--- src/rtl/uart_pkg.sv ---
// Shared UART constants and the receiver state type.
// Used by rx, rx_sync and the tx path.
package uart_pkg;

    localparam int DATA_BITS = 8;

    localparam logic PARITY_EVEN = 1'b0;
    localparam logic PARITY_ODD  = 1'b1;

    typedef enum logic [2:0] {
        RX_IDLE,
        RX_START,
        RX_DATA,
        RX_PAR,
        RX_STOP
    } rx_state_t;

endpackage

--- src/rtl/rx_sync.sv ---
// Two-flop synchronizer with a parameterized reset value.
// Ports: clk, rst (sync, active high), d (async in), q (synced out).
module rx_sync #(
    parameter logic RESET_VALUE = 1'b1
) (
    input  logic clk,
    input  logic rst,
    input  logic d,
    output logic q
);

    logic meta;

    always_ff @(posedge clk) begin
        if (rst) begin
            meta <= RESET_VALUE;
            q    <= RESET_VALUE;
        end else begin
            meta <= d;
            q    <= meta;
        end
    end

endmodule

--- src/rtl/rx.sv ---
// UART receiver: 1 start, 8 data LSB first, 1 parity, 1 stop.
// Ports: clk, rst (sync, active high), din (async serial, idles high),
//        dout (last byte), busy, data_strobe (1-cycle), rx_error.
// Option: RX_MAJORITY_VOTE_EN = 3-sample majority vote per bit.
module rx
    import uart_pkg::*;
#(
    parameter int   CLK_FREQUENCY = 100_000_000,
    parameter int   BAUD_RATE     = 19_200,
    parameter logic PARITY        = PARITY_ODD
) (
    input  logic                 clk,
    input  logic                 rst,
    input  logic                 din,
    output logic [DATA_BITS-1:0] dout,
    output logic                 busy,
    output logic                 data_strobe,
    output logic                 rx_error
);

    localparam int BAUD_CLOCKS = CLK_FREQUENCY / BAUD_RATE;
    localparam int HALF        = BAUD_CLOCKS / 2;

`ifdef RX_MAJORITY_VOTE_EN
    // Decision lands one count late; reloading with 1 keeps the
    // bit period at BAUD_CLOCKS so sample points do not drift.
    localparam int CW       = $clog2(BAUD_CLOCKS + 1);
    localparam int START_AT = HALF;
    localparam int BIT_AT   = BAUD_CLOCKS;
    localparam int RELOAD   = 1;
`else
    localparam int CW       = $clog2(BAUD_CLOCKS);
    localparam int START_AT = HALF - 1;
    localparam int BIT_AT   = BAUD_CLOCKS - 1;
    localparam int RELOAD   = 0;
`endif

    rx_state_t              state;
    logic [CW-1:0]          cnt;
    logic [2:0]             idx;
    logic [DATA_BITS-1:0]   shreg;
    logic                   parbit;
    logic                   s;
    logic                   s_prev;
    logic                   fall;
    logic                   tick;
    logic                   bitval;

    rx_sync #(
        .RESET_VALUE(1'b1)
    ) u_sync (
        .clk(clk),
        .rst(rst),
        .d  (din),
        .q  (s)
    );

    assign fall = s_prev & ~s;

`ifdef RX_MAJORITY_VOTE_EN
    logic [1:0] hist;

    always_ff @(posedge clk) begin
        if (rst) hist <= 2'b11;
        else     hist <= {hist[0], s};
    end

    assign bitval = (hist[1] & hist[0]) | (hist[1] & s) | (hist[0] & s);
`else
    assign bitval = s;
`endif

    always_comb begin
        tick = 1'b0;
        if (state == RX_START) tick = (cnt == CW'(START_AT));
        else                   tick = (cnt == CW'(BIT_AT));
    end

    always_ff @(posedge clk) begin
        if (rst) begin
            state       <= RX_IDLE;
            cnt         <= '0;
            idx         <= '0;
            shreg       <= '0;
            parbit      <= 1'b0;
            s_prev      <= 1'b1;
            dout        <= '0;
            busy        <= 1'b0;
            data_strobe <= 1'b0;
            rx_error    <= 1'b0;
        end else begin
            s_prev      <= s;
            data_strobe <= 1'b0;
            cnt         <= cnt + CW'(1);
            unique case (state)
                RX_IDLE: begin
                    if (fall) begin
                        state <= RX_START;
                        cnt   <= '0;
                        busy  <= 1'b1;
                    end
                end
                RX_START: begin
                    if (tick) begin
                        if (bitval) begin
                            state <= RX_IDLE;
                            busy  <= 1'b0;
                        end else begin
                            state <= RX_DATA;
                            cnt   <= CW'(RELOAD);
                            idx   <= '0;
                        end
                    end
                end
                RX_DATA: begin
                    if (tick) begin
                        shreg[idx] <= bitval;
                        idx        <= idx + 3'd1;
                        cnt        <= CW'(RELOAD);
                        if (idx == 3'd7) state <= RX_PAR;
                    end
                end
                RX_PAR: begin
                    if (tick) begin
                        parbit <= bitval;
                        cnt    <= CW'(RELOAD);
                        state  <= RX_STOP;
                    end
                end
                RX_STOP: begin
                    if (tick) begin
                        dout        <= shreg;
                        rx_error    <= ((^shreg ^ parbit) != PARITY) | ~bitval;
                        data_strobe <= 1'b1;
                        busy        <= 1'b0;
                        state       <= RX_IDLE;
                    end
                end
                default: state <= RX_IDLE;
            endcase
        end
    end

endmodule

--- config.mk ---
export PLATFORM = sky130hd
export DESIGN_NAME = rx
export DESIGN_NICKNAME = d
export VERILOG_FILES = /design/src/rtl/uart_pkg.sv /design/src/rtl/rx_sync.sv /design/src/rtl/rx.sv
export SDC_FILE = /design/constraint.sdc
export NUM_CORES = 1
export LEC_CHECK = 0
export CORE_ASPECT_RATIO = 1.25
export CORE_MARGIN = 2
export CORE_UTILIZATION = 52
export CTS_CLUSTER_DIAMETER = 60
export CTS_CLUSTER_SIZE = 14
export DETAILED_ROUTE_END_ITERATION = 6
export PLACE_DENSITY = 0.79
export SKIP_LAST_GASP = 1
export SYNTH_ARGS = -nofsm -noshare
export SYNTH_HDL_FRONTEND = slang
export SYNTH_SLANG_ARGS = --single-unit
--- constraint.sdc ---
create_clock -name clk -period 1.6 [get_ports clk]
set_input_delay 0.16 -clock clk [delete_from_list [all_inputs] [get_ports clk]]
set_output_delay 0.16 -clock clk [all_outputs]
set_load 0.01 [all_outputs]
==> key figures, run 1 <==
GRT
  – All-Layer GR Usage: 23.5%
  – Largest net degree at the start of global routing: 12
  – Initial antenna violation count: 0
  – First-pass GRT wire length: 7620 µm
  – Vias in the first global route: approximately 1,700
  – Overflow after GRT: 0

Route
  – Via density: 5.75
  – Router iterations before antenna repair: 4
  – Total number of vias: ~1,700
  – Drt drc: 0
  – DRT antenna net count: 0
  – DR WL/cell: 14.9 µm
  – WL final: about 4500 µm
  – First DRT Iteration DRCs: 53

Yosys
  – Number of synthesized flops with an enable pin: 0
  – Sequential area share after synthesis: a little over two fifths
  – YS warnings: 0
  – Ys async rst share: 0%
  – Synth unique cells: 48
  – #FFs+latches synth: 42
  – Mapped Avg Cell Area: around 9.3 µm²
  – Synthesized instance count: between 200 and 250
  – Largest cells by area after synthesis: dfxtp_1 (44%), mux2i_1 (6.2%), nor2_1 (6.0%), xnor2_1 (4.6%), xor2_1 (3.6%)
  – Top cells by count, synth: dfxtp_1 (42), nor2_1 (31), mux2i_1 (12)
  – Post-Syn Nets: 214
  – Most frequent cell after synthesis: dfxtp_1
  – Top cell type by total area after synthesis: dfxtp_1
  – Post-synth top area share: a little over two fifths
  – Ys flop type: dfxtp_1
  – Cell area after synthesis: between 1500 and 2000 µm²

Setup path
  – Reg2reg start: cnt[4]
  – Reg2Reg Setup Slack: -140 ps
  – Crit. End Element: flip-flop
  – Reg2Reg Depth: 6
  – Worst Setup EP: idx[0]
  – Critical Path Source Type: flip-flop
  – Worst r2r dst: idx[0]
  – CP max FO: 3
  – Worst Setup SP: cnt[4]
  – Worst path arrival time: 1920 ps
  – Setup CP Type: reg -> reg
  – Req. time, crit path: ~1800 ps

STA
  – Clk_skew: approximately 6.6 ps
  – Final-report max-slew violation count: 0
  – RSZ-0062 raised after global routing: true
  – Setup Viol. Count Final: 17
  – Final worst slack: -142 ps
  – Hold Worst Slack: roughly 410 ps
  – Fin. Hold Viols: 0
  – Crit path time final: ~1700 ps
  – Fmax: roughly 570 MHz
  – Worst slew margin: 70.2%
  – Period utilization: 109%
  – Slew @ Worst Pin: between 400 and 500 ps

Placement
  – Final HPWL DP: 3260 µm
  – Final GP Congestion: 0.826
  – I/O Buffers: 13

Clocking
  – Clock Sinks: 42
  – Clk pin slew, worst setup/hold paths: roughly 70 ps
  – Root buffer cell: clkbuf_8
  – CTS tree: yes
  – Skew-Pair Late Insertion Delay: approximately 290 ps
  – H-Tree Depth: 2
  – Maximum root-to-sink buffer count: 2
  – TritonCTS buffer count: 5
  – Hold Buf Count CTS: 0

Die
  – I/O pin cnt: 14
  – Die area: between 4000 and 5000 µm²
  – Site Rows: 24
  – DIE WIDTH: about 60 µm
  – Initial Util: 54.8%
  – Die height: 72.0 µm
  – Core region area: between 3000 and 4000 µm²

Power
  – Leak: slightly above 0.001 µW
  – Power Density: around 720 nW/µm²
  – Total power: approximately 1900 µW
  – Peak VDD IR: around 660 µV

Run status
  – Status: finished, violations left
  – Failing checks: negative setup slack

Flow run
  – # Max-Cap Violations: 0

Cells and area
  – Fin nets: about 270
  – Share of layout cells above drive strength 1: between 30% and 40%
  – Final Util: around three quarters
  – # diodes: 0
  – Synthesis-to-finish area growth: 35.3%

Worst hold path
  – HP Class: reg -> reg
-- worst min path at each step --
stage                       end  depth (start not counted)         from  slack [ps]
floorplan           u_sync.meta                          1          din         260
global placement       u_sync.q                          1  u_sync.meta         400
detailed placement     u_sync.q                          1  u_sync.meta         400
CTS                    u_sync.q                          1  u_sync.meta         420
global route        u_sync.meta                          2          din         430
finish                 u_sync.q                          1  u_sync.meta         410
-- power by group --
group	total (µW)	internal [µW]	switching [µW]
clock	665	333	333
combinational	137	69.5	67.6
sequential	1080	1060	17.7
-- per-layer routing --
| layer | GRT usage, % | part of all wire [%] |
|---|---|---|
| met2 | 45.7 | 55 |
| met5 | 0 | 0 |
| met3 | 4.28 | 3.6 |
| met4 | 8.01 | 1.9 |
| met1 | 24.4 | 39 |
-- kinds of logic after synthesis --
logic type | after synthesis | synth area share, %
flip-flops | 42 | 43.7
buffers and inverters | 12 | 2.67
adder cells (fa/ha/maj) | 3 | 1.95
AO/OA/AOI/OAI | 36 | 12.6
AND/OR/NAND/NOR | 84 | 24.1
XOR/XNOR | 18 | 8.19
multiplexers | 13 | 6.83
-- stage by stage --
step	area [µm²]	std cells	setup WS [ps]	setup TNS, ps
2_1_floorplan	1960	208	-21.1	-38.3
3_3_place_gp	2400	292	-172	-2520
3_5_place_dp	2400	292	-234	-3420
4_1_cts	2560	302	-141	-884
5_1_grt	2600	303	-198	-3450
6_report	2600	303	-142	-994
-- flip-flops by register name, indices dropped and copies added (netlist names) --
register,count
cnt,13
dout,8
shreg,8
idx,3
state,3
busy,1
data_strobe,1
parbit,1
rx_error,1
s_prev,1
u_sync.meta,1
u_sync.q,1
-- layout make-up --
cell class	instances	area [µm²]
clock buffers	6	82.6
fillers	254	910
inverters	5	18.8
multi-input cells	154	1140
flip-flops and latches	42	851
well taps	39	48.8
repair buffers	57	464
-- cell usage in the layout, fill, tap and decap left out, drive strengths merged, types with 3 or more instances in the layout --
cell type	synthesis	layout
and3	3	3
nand3	5	5
mux2i	12	12
nor2b	3	3
nor2	32	32
o21ai	9	9
nand4	8	8
a21oi	10	10
nand2	11	11
or3	5	5
buf	3	44
xor2	8	8
clkbuf	4	6
or2	3	3
o211ai	3	3
dfxtp	42	42
nand4b	3	3
xnor2	10	10
inv	4	4
clkdlybuf4s50	0	13
ha	3	3
and4bb	3	3
-- critical path, stage by stage (launching register included) --
cell and delay [ps]:
dfxtp_2 330, and4bb_2 300, and4b_2 260, o21ai_2 80, buf_4 140, o31a_1 270, mux2_2 270
-- what timing repair did --
item | CTS | global route
resized for setup | 16 | 9
cloned | 1 | 0
setup endpoints to repair | 32 | 34
setup buffers | 3 | 1
pin swaps | 8 | 10
Note: power is estimated with default switching activity, not from simulation.
==> inputs of run 2 (changes only) <==
--- a/config.mk
+++ b/config.mk
@@ -7,11 +7,12 @@
 export LEC_CHECK = 0
 export CORE_ASPECT_RATIO = 1.25
 export CORE_MARGIN = 2
-export CORE_UTILIZATION = 52
+export CORE_UTILIZATION = 45
 export CTS_CLUSTER_DIAMETER = 60
 export CTS_CLUSTER_SIZE = 14
 export DETAILED_ROUTE_END_ITERATION = 6
-export PLACE_DENSITY = 0.79
+export DONT_BUFFER_PORTS = 1
+export PLACE_DENSITY = 0.66
 export SKIP_LAST_GASP = 1
 export SYNTH_ARGS = -nofsm -noshare
 export SYNTH_HDL_FRONTEND = slang
==> run 2 against run 1 <==
The run still ends with negative setup slack left. Clock power grew 6.0%. Register-to-register slack improved by 40 ps. First-iteration DRC count rose by 19%. Power increased by 0.41%. Sequential share of layout area up 2.6 points. Utilization decreased by 15 points. Fmax grew 2.3%. Cell area decreased by 7.0%. Final cell count fell by 0.99%. Via count shrank 7.8%. Largest cell class unchanged.
==> key figures, run 2 (synthesis results as in run 1) <==
Die
  – DIE WIDTH: roughly 62 µm
  – Die height: a little under 80 µm
  – Core region area: just over 4000 µm²
  – Initial Util: 46.9%
  – Site Rows: 26
  – Die area: between 4000 and 5000 µm²
  – I/O pin cnt: 14

Setup path
  – Setup CP Type: reg -> reg
  – Worst path arrival time: approximately 1900 ps
  – Crit. End Element: flip-flop
  – Critical Path Source Type: flip-flop
  – CP max FO: 4
  – CP max-delay cell: dfxtp_2
  – CP Cell Sequence: and4bb_2, and4b_2, o21ai_2, o31a_1, mux2_2
  – Crit-path leading delay family: simple AND/OR/NAND/NOR gates
  – Largest stage delay, worst path: approximately 330 ps
  – Req. time, crit path: approximately 1800 ps
  – CP bufs+invs: 0
  – Reg2Reg Setup Slack: -100 ps

Cells and area
  – Fin nets: ~250
  – Final Util: 59.1%
  – Largest Register: cnt
  – # diodes: 0
  – FILL cells: around 370
  – Final cell count without fillers: 300
  – Max reg flops: 13
  – Synthesis-to-finish area growth: 25.9%
  – Biggest regs: cnt: 13 flops, dout: 8 flops, shreg: 8 flops
  – Most frequent cells in the layout: dfxtp_1 (31), buf_4 (31), nor2_1 (30)
  – Share of layout cells above drive strength 1: 30.7%

Route
  – Drt drc: 0
  – First DRT Iteration DRCs: 63
  – DR WL/cell: approximately 14 µm
  – Router iterations before antenna repair: 4
  – Total number of vias: ~1,600
  – Via density: about 5.4
  – WL final: 4090 µm
  – DRT antenna net count: 0

Placement
  – Place WS: -60.2 ps
  – I/O Buffers: 0
  – Final GP Congestion: roughly 0.84
  – Final HPWL DP: 2970 µm
  – Post-Place Cells: about 290

Power
  – Peak VDD IR: approximately 510 µV
  – Power Density: a little under 800 nW/µm²
  – Leak: slightly above 0.0009 µW
  – Switching share of power: approximately 23%
  – Flop pwr share: between 50% and 60%
  – Part of the power in combinational logic: under 10%
  – Clock power frac: a little under two fifths
  – Total power: 1890 µW
  – Sw Pwr: 434 µW
  – Power Internal: 1460 µW

GRT
  – First-pass GRT wire length: about 7100 µm
  – Vias in the first global route: 1,595
  – Met3 Use GR: 4.55%
  – GRT busiest layer: met2
  – Initial antenna violation count: 0
  – All-Layer GR Usage: a little under a fifth
  – GR Layer Usage met2: 32.5%
  – Overflow after GRT: 0
  – Largest net degree at the start of global routing: 18
  – M1 GR Usage: slightly above 20%

Clocking
  – Clk pin slew, worst setup/hold paths: around 70 ps
  – Maximum root-to-sink buffer count: 2
  – Skew-Pair Late Insertion Delay: roughly 290 ps
  – Clock Sinks: 42
  – TritonCTS buffer count: 5
  – H-Tree Depth: 2
  – CTS tree: yes
  – Root buffer cell: clkbuf_8

STA
  – Setup tns final: -277 ps
  – Fmax: between 500 and 600 MHz
  – Period utilization: 106%
  – Setup Viol. Count Final: 11
  – Fin. Hold Viols: 0
  – Slew @ Worst Pin: between 600 and 700 ps
  – Worst slew margin: a little under three fifths
  – Final-report max-slew violation count: 0
  – RSZ-0062 raised after global routing: true
  – Crit path time final: approximately 1700 ps
  – Final worst slack: -103 ps
  – Clk_skew: slightly below 7 ps

Flow run
  – # Max-Cap Violations: 0

Run status
  – Status: finished, violations left
  – Failing checks: negative setup slack

Worst hold path
  – HP Class: in -> reg
-- run 2: cell count changes in the layout (fill, tap and decap cells not counted), sizes merged --
cell,change
dlygate4sd3,+2
clkinvlp,+1
clkdlybuf4s50,-13
clkinv,+1
buf,-11
-- run 2: worst paths after layout --
kind / startpoint / end / cells after the start
setup / recovery: cnt[10] / idx[0] / 5
hold / removal: rst / state[0] / 2
setup reg to reg: cnt[10] / idx[0] / 5
hold reg to reg: u_sync.meta / u_sync.q / 1
-- run 2: through the flow --
| stage | cell area [µm²] | hold slack (ps) |
|---|---|---|
| floorplan | 1960 | 264 |
| global placement | 2210 | 234 |
| detailed placement | 2210 | 235 |
| CTS | 2340 | 80.8 |
| global route | 2420 | 96.8 |
| finish | 2420 | 86.1 |
-- run 2: layer usage --
metal,share of wire (%),up-vias
met5,0,-
met4,3.3,0
met3,3.3,14
met2,50,31
met1,43,748
li1,-,814
-- run 2: repair_timing --
item / in CTS / in global routing
hold buffers: 2 / 0
pin swaps: 2 / 6
cloned: 0 / 0
setup endpoints to repair: 11 / 36
setup buffers: 0 / 5
gates resized for setup: 2 / 15
endpoints found under the hold margin: 17 / 0
-- run 2: power groups by stage --
| stage | Combinational (µW) | Clock [µW] | Sequential, µW |
|---|---|---|---|
| 2_1_floorplan | 63.6 | 0 | 1100 |
| 3_3_place_gp | 91.1 | 0 | 1100 |
| 3_5_place_dp | 92.4 | 0 | 1100 |
| 4_1_cts | 103 | 733 | 1080 |
| 5_1_grt | 120 | 770 | 1080 |
| 6_report | 105 | 705 | 1080 |
-- run 2: cell type report --
class                           count  area [µm²]  share of cell area [%]
Inverter                            5        18.8                   0.775
Tap cell                           56        70.1                    2.89
Clock inverter                      2        12.5                   0.517
Sequential cell                    42         855                    35.3
Clock buffer                        6        82.6                    3.41
Multi-Input combinational cell    154        1110                    45.8
Timing Repair Buffer               35         275                    11.4
